### src/rtl/alu_pkg.sv
// -----------------------------------------------------------------------------
// alu_pkg
// Shared definitions for the EX-level ALU slice: the 4-bit ALU opcode
// encoding, the 2-bit main-decoder ALU control class, the default datapath
// width and the funct3 values the ALU decoder cares about.
// -----------------------------------------------------------------------------
package alu_pkg;

  localparam int XLEN = 32;

  typedef enum logic [3:0] {
    ALU_AND     = 4'b0000,
    ALU_OR      = 4'b0001,
    ALU_ADD     = 4'b0010,
    ALU_SUB     = 4'b0110,
    ALU_INVALID = 4'b1111
  } alu_op_t;

  typedef enum logic [1:0] {
    CTRL_MEM    = 2'b00,
    CTRL_BRANCH = 2'b01,
    CTRL_RTYPE  = 2'b10,
    CTRL_ITYPE  = 2'b11
  } alu_ctrl_t;

  localparam logic [2:0] F3_ADD_SUB = 3'b000;
  localparam logic [2:0] F3_OR      = 3'b110;
  localparam logic [2:0] F3_AND     = 3'b111;

endpackage

### src/rtl/alu_control.sv
// -----------------------------------------------------------------------------
// alu_control
// Purely combinational ALU decoder: maps the main decoder's ALU class plus the
// instruction funct3 / funct7 bit 30 onto the 4-bit ALU opcode. Anything the
// ALU cannot execute decodes to ALU_INVALID.
// Ports:
//   alu_ctrl  in  2  00 mem(add), 01 branch(sub), 10 R-type, 11 I-type
//   funct3    in  3  instruction funct3
//   funct7_5  in  1  instruction bit 30 (only meaningful for R-type add/sub)
//   alu_op    out 4  decoded ALU opcode
// -----------------------------------------------------------------------------
module alu_control
  import alu_pkg::*;
(
  input  logic [1:0] alu_ctrl,
  input  logic [2:0] funct3,
  input  logic       funct7_5,
  output logic [3:0] alu_op
);

  alu_op_t op;

  // Loads/stores always add and branches always subtract. R- and I-type share
  // the funct3 table; only R-type honours bit 30 to pick SUB, because for
  // I-type that bit belongs to the immediate (addi has no subtract form).
  always_comb begin
    op = ALU_INVALID;
    unique case (alu_ctrl_t'(alu_ctrl))
      CTRL_MEM:    op = ALU_ADD;
      CTRL_BRANCH: op = ALU_SUB;
      CTRL_RTYPE, CTRL_ITYPE: begin
        case (funct3)
          F3_ADD_SUB: op = (alu_ctrl_t'(alu_ctrl) == CTRL_RTYPE && funct7_5) ? ALU_SUB : ALU_ADD;
          F3_AND:     op = ALU_AND;
          F3_OR:      op = ALU_OR;
          default:    op = ALU_INVALID;
        endcase
      end
      default:     op = ALU_INVALID;
    endcase
  end

  assign alu_op = op;

endmodule

### src/rtl/alu_issue_stage.sv
// -----------------------------------------------------------------------------
// alu_issue_stage
// ID/EX boundary register in front of the ALU. Accepts a decoded instruction
// over valid/ready, decodes the ALU opcode, resolves operand forwarding from
// EX/MEM and MEM/WB, applies the immediate select and registers the results so
// the ALU is driven straight from flops. Supports backpressure and flush.
// Ports:
//   clk, rst                         clock, synchronous active-high reset
//   in_valid / in_ready              upstream handshake (in_ready is comb.)
//   alu_ctrl, funct3, funct7_5       decode fields
//   alu_src, imm                     1: operand B is imm, 0: forwarded rs2
//   rs1_addr/rs2_addr/rs1_data/rs2_data  source indices and regfile data
//   exmem_wr_en/exmem_rd/exmem_result    EX/MEM forwarding source
//   memwb_wr_en/memwb_rd/memwb_result    MEM/WB forwarding source
//   flush                            kill held and incoming instruction
//   out_valid / out_ready            downstream handshake
//   alu_op, in_a, in_b, illegal      registered ALU inputs and decode status
// -----------------------------------------------------------------------------
module alu_issue_stage
  import alu_pkg::*;
#(
  parameter int XLEN   = alu_pkg::XLEN,
  parameter int REG_AW = 5
) (
  input  logic              clk,
  input  logic              rst,
  input  logic              in_valid,
  output logic              in_ready,
  input  logic [1:0]        alu_ctrl,
  input  logic [2:0]        funct3,
  input  logic              funct7_5,
  input  logic              alu_src,
  input  logic [REG_AW-1:0] rs1_addr,
  input  logic [REG_AW-1:0] rs2_addr,
  input  logic [XLEN-1:0]   rs1_data,
  input  logic [XLEN-1:0]   rs2_data,
  input  logic [XLEN-1:0]   imm,
  input  logic              exmem_wr_en,
  input  logic [REG_AW-1:0] exmem_rd,
  input  logic [XLEN-1:0]   exmem_result,
  input  logic              memwb_wr_en,
  input  logic [REG_AW-1:0] memwb_rd,
  input  logic [XLEN-1:0]   memwb_result,
  input  logic              flush,
  output logic              out_valid,
  input  logic              out_ready,
  output logic [3:0]        alu_op,
  output logic [XLEN-1:0]   in_a,
  output logic [XLEN-1:0]   in_b,
  output logic              illegal
);

  logic [3:0]      dec_op;
  logic [XLEN-1:0] fwd_a;
  logic [XLEN-1:0] fwd_b;
  logic [XLEN-1:0] opnd_b;
  logic            capture;

  alu_control u_alu_control (
    .alu_ctrl (alu_ctrl),
    .funct3   (funct3),
    .funct7_5 (funct7_5),
    .alu_op   (dec_op)
  );

  // Operand bypass for one source. The younger EX/MEM result wins over
  // MEM/WB, and x0 is never bypassed since it is hard-wired to zero even if a
  // preceding instruction nominally "wrote" it.
  function automatic logic [XLEN-1:0] forward_operand(
    input logic [REG_AW-1:0] rs,
    input logic [XLEN-1:0]   rf_data
  );
    logic [XLEN-1:0] res;
    res = rf_data;
    if (rs != '0) begin
      if (exmem_wr_en && exmem_rd == rs) begin
        res = exmem_result;
      end else if (memwb_wr_en && memwb_rd == rs) begin
        res = memwb_result;
      end
    end
    return res;
  endfunction

  // Operand selection is resolved only at capture time; a held instruction
  // keeps the operands it was captured with, so upstream must stall on hazards.
  always_comb begin
    fwd_a  = forward_operand(rs1_addr, rs1_data);
    fwd_b  = forward_operand(rs2_addr, rs2_data);
    opnd_b = alu_src ? imm : fwd_b;
  end

  // The slot is free when empty or when its occupant leaves this cycle. This
  // deliberately ignores in_valid and flush so upstream sees a stable ready.
  assign in_ready = !out_valid || out_ready;
  assign capture  = in_valid && in_ready && !flush;

  // Output register bank. Data registers load only on capture, so they stay
  // frozen while a stalled instruction waits and may hold stale values once
  // out_valid drops. Flush clears valid and suppresses any concurrent capture.
  always_ff @(posedge clk) begin
    if (rst) begin
      out_valid <= 1'b0;
      alu_op    <= ALU_INVALID;
      in_a      <= '0;
      in_b      <= '0;
      illegal   <= 1'b0;
    end else begin
      if (flush) begin
        out_valid <= 1'b0;
      end else if (capture) begin
        out_valid <= 1'b1;
      end else if (out_ready) begin
        out_valid <= 1'b0;
      end

      if (capture) begin
        alu_op  <= dec_op;
        in_a    <= fwd_a;
        in_b    <= opnd_b;
        illegal <= (dec_op == ALU_INVALID);
      end
    end
  end

endmodule
### config.mk
export PLATFORM = sky130hd
export DESIGN_NAME = alu_issue_stage
export DESIGN_NICKNAME = d
export VERILOG_FILES = /design/src/rtl/alu_pkg.sv /design/src/rtl/alu_control.sv /design/src/rtl/alu_issue_stage.sv
export SDC_FILE = /design/constraint.sdc
export NUM_CORES = 1
export LEC_CHECK = 0
export ABC_AREA = 1
export BUFFER_PORTS_ARGS = -buffer_cell sky130_fd_sc_hd__buf_2
export CAP_MARGIN = 20
export CELL_PAD_IN_SITES_DETAIL_PLACEMENT = 1
export CELL_PAD_IN_SITES_GLOBAL_PLACEMENT = 1
export CORE_MARGIN = 5
export CORE_UTILIZATION = 31
export DETAILED_ROUTE_END_ITERATION = 12
export GPL_ROUTABILITY_DRIVEN = 0
export PLACE_DENSITY = 0.8
export REMOVE_ABC_BUFFERS = 1
export SYNTH_ARGS = -nofsm -noshare
export SYNTH_HDL_FRONTEND = slang
export SYNTH_SLANG_ARGS = --single-unit
### constraint.sdc
create_clock -name clk -period 1.5 [get_ports clk]
set_input_delay 0.15 -clock clk [delete_from_list [all_inputs] [get_ports clk]]
set_output_delay 0.15 -clock clk [all_outputs]
set_load 0.005 [all_outputs]
==> flow_summary_export.csv <==
group,metric,value,unit
timing,rsz0062_at_grt,"yes",
timing,layout_min_cycle_time,1.379,ns
synthesis,yosys_warnings,0,
min_path,hold_start,"flush",
synthesis,synthTopCellsByCount,"300 x nand2_1, 138 x nor2_1, 123 x inv_1",
min_path,hold_path.class,"in2reg",
detailed_routing,drc,0,
synthesis,syn_area_per_cell,5.787,um2
power_and_ir_drop,p_int,3.859,mW
timing,tightest_slew,0.3669,ns
synthesis,synth_seq_cells,70,
critical_path,cp.arrival,1.61,ns
floorplan,pin_count,265,
floorplan,rows,49,
finish,final_nets,1429,
timing,setup_tns,0,ns
power_and_ir_drop,leakagePower,4.224,nW
timing,setup_slack,0.1206,ns
timing,post-route-period-util,91.96,%
finish,drive_gt1_share,28.97,%
critical_path,critPathLaunchType,"flip-flop",
synthesis,synth_area_leaders,"dfxtp_1 24%, nand2_1 20%, nor2_1 9.0%",
global_route,overflow,0,
finish,final_cell_count_no_fill,1469,
critical_path,rr_endpoint,"alu_op[2]",
synthesis,async_flop_share,0,%
synthesis,yosys.area.top_type,"dfxtp_1",
flow_run,maxCapViolCount,0,
critical_path,r2r-start,"out_valid",
clock_network,cts_tree,"built",
global_route,grt_pass1_vias,7445,
clock_network,clock_latency,0.34,ns
detailed_routing,wl_per_cell,16.28,um
floorplan,start_util,31.76,%
synthesis,ys_types,31,
timing,hold_viol,0,
detailed_routing,routed_wl,23.92,mm
critical_path,worstSetupPathType,"reg2reg",
place,place_inst,1453,
place,dp.final_hpwl,18.37,mm
floorplan,die_h,146.4,um
place,pre_cts_slack,-0.04672,ns
global_route,track_usage,21.78,%
power_and_ir_drop,p_switching,1.802,mW
detailed_routing,drt_iter0_markers,235,
global_route,grt_pass1_wl,38.43,mm
clock_network,cts_made_buffers,9,
timing,fin_skew,0.01232,ns
global_route,antenna_found_initial,3,
clock_network,cts-root-buf,"clkbuf_16",
outcome,status,"finished, final reports clean",
timing,max_freq,725.0,MHz
place,post_dp_cell_area,7274,um2
timing,setup_viol,0,
synthesis,synth.most_common_cell,"nand2_1",
clock_network,ctsHtreeMaxLevel,3,
finish,area_delta_synth_final,31.26,%
synthesis,syn-cell-area,5764,um2
floorplan,die-area,21420,um2
finish,finalInstanceArea,7566,um2
synthesis,synth_flop_cell,"dfxtp_1",
synthesis,synth_seq_area_share,24.31,%
floorplan,coreArea,18150,um2
critical_path,critPathMaxFanout,35,
clock_network,cts_max_path_buffers,2,
synthesis,netlist_instances,996,
detailed_routing,ant_nets,0,
min_path,hold_end,"out_valid",
synthesis,synth_edf_count,0,
power_and_ir_drop,switching_share,31.83,%
clock_network,cts.sinks,70,
critical_path,end_kind,"flip-flop",
power_and_ir_drop,vdd_ir_drop_max,0.4493,mV
floorplan,die_w,146.4,um
clock_network,cts_hold_repair.buffers,0,
min_path,holdPathStages,2,
finish,nFillCells,2576,
timing,finalMaxSlewViolations,0,
timing,slew_headroom,75.54,%
power_and_ir_drop,pwr-share-seq,35.9,%
critical_path,cp.required,1.73,ns
clock_network,post-cts-setup-buffers,0,
power_and_ir_drop,p_comb_share,25.1,%
clock_network,cts.repair.resized,0,
synthesis,yosysTopAreaCellShare,24.31,%
power_and_ir_drop,power.density,748.2,nW/um2
detailed_routing,vias_per_cell,4.862,
place,port_buffers,264,
global_route,grt_max_degree,65,
power_and_ir_drop,pwr-share-clk,39.0,%
detailed_routing,vias,7143,
critical_path,ff2ff_setup_slack,0.12,ns
detailed_routing,dr.pass1.iters,4,
clock_network,clkSlewWorstSetupHoldPaths,0.07,ns
power_and_ir_drop,finalPower,5.661,mW
critical_path,worstRegToRegCells,7,
cell type report:
class                      instances  area, um2  area share (%)
antenna                            1      2.502         0.03307
clock buffer                       9      225.2           2.977
clock inverter                     6      63.81          0.8434
inverter                         126      473.0           6.251
multi-input combinational        735       3349           44.27
sequential                        70       1401           18.52
tap                              229      286.5           3.787
timing repair buffer             293       1764           23.32
worst max path at each step:
stage                      from        end  slack, ns  depth (start not counted)
floorplan             out_valid    in_b[0]      -1.60                          7
global placement    rs1_addr[0]    in_a[0]     -0.007                         10
detailed placement  exmem_rd[4]   in_a[24]      -0.05                         11
CTS                   out_valid  alu_op[2]        0.1                          7
global route          out_valid   in_a[20]      -0.05                          6
finish                out_valid  alu_op[2]       0.12                          7
power groups by stage:
stage               Combinational [mW]  Clock [mW]  Sequential [mW]
global placement                  1.38           0             2.07
floorplan                        0.625           0             2.08
detailed placement                1.42           0             2.07
CTS                               1.44        2.27             2.03
global route                      1.59        2.34             2.04
finish                            1.42        2.21             2.03
through the flow:
step                hold slack (ns)  utilization, %
floorplan                    0.2124               -
global placement             0.3741           40.09
detailed placement           0.3975           40.09
CTS                         0.02437           41.68
global route                0.04332           41.69
finish                      0.03515           41.69
logic make-up (layout without fill, tap and decap cells):
family          Yosys count  after routing  synth area share [%]
buf+inv                 191            434                 17.76
other cells               0              1                     0
xor+xnor                  1              1                0.1520
compound gates          210            210                 20.56
simple gates            524            524                 37.23
flops                    70             70                 24.31
registers in the layout (all words and copies together) (netlist names):
| register | flops |
|---|---|
| in_a | 32 |
| in_b | 32 |
| alu_op | 4 |
| illegal | 1 |
| out_valid | 1 |
metal layers:
metal,up-vias,track usage (%),share of wire (%)
met3,29,5.144,5.0
li1,3586,-,-
met1,3360,24.96,41
met2,164,40.26,52
met5,-,0,0.11
met4,4,6.115,1.8
layout by cell type, fill, tap and decap left out, drive strengths merged:
master,netlist,layout
a211oi,1,1
a21oi,134,134
buf,36,293
bufinv,0,1
clkbuf,24,9
clkinv,0,3
clkinvlp,0,2
dfxtp,70,70
diode,0,1
inv,126,126
nand2,302,302
nand3,74,74
nand4,2,2
nor2,143,143
nor3,3,3
o211a,1,1
o211ai,1,1
o21ai,70,70
o22ai,3,3
xor2,1,1
critical path: stages (launching register included):
cell,delay [ns]
dfxtp_1,0.31
inv_1,0.04
nor2_1,0.06
nor3_4,0.21
buf_4,0.36
nand3_1,0.11
o21ai_0,0.10
nand2_1,0.07
(Power assumes the default switching activity.)
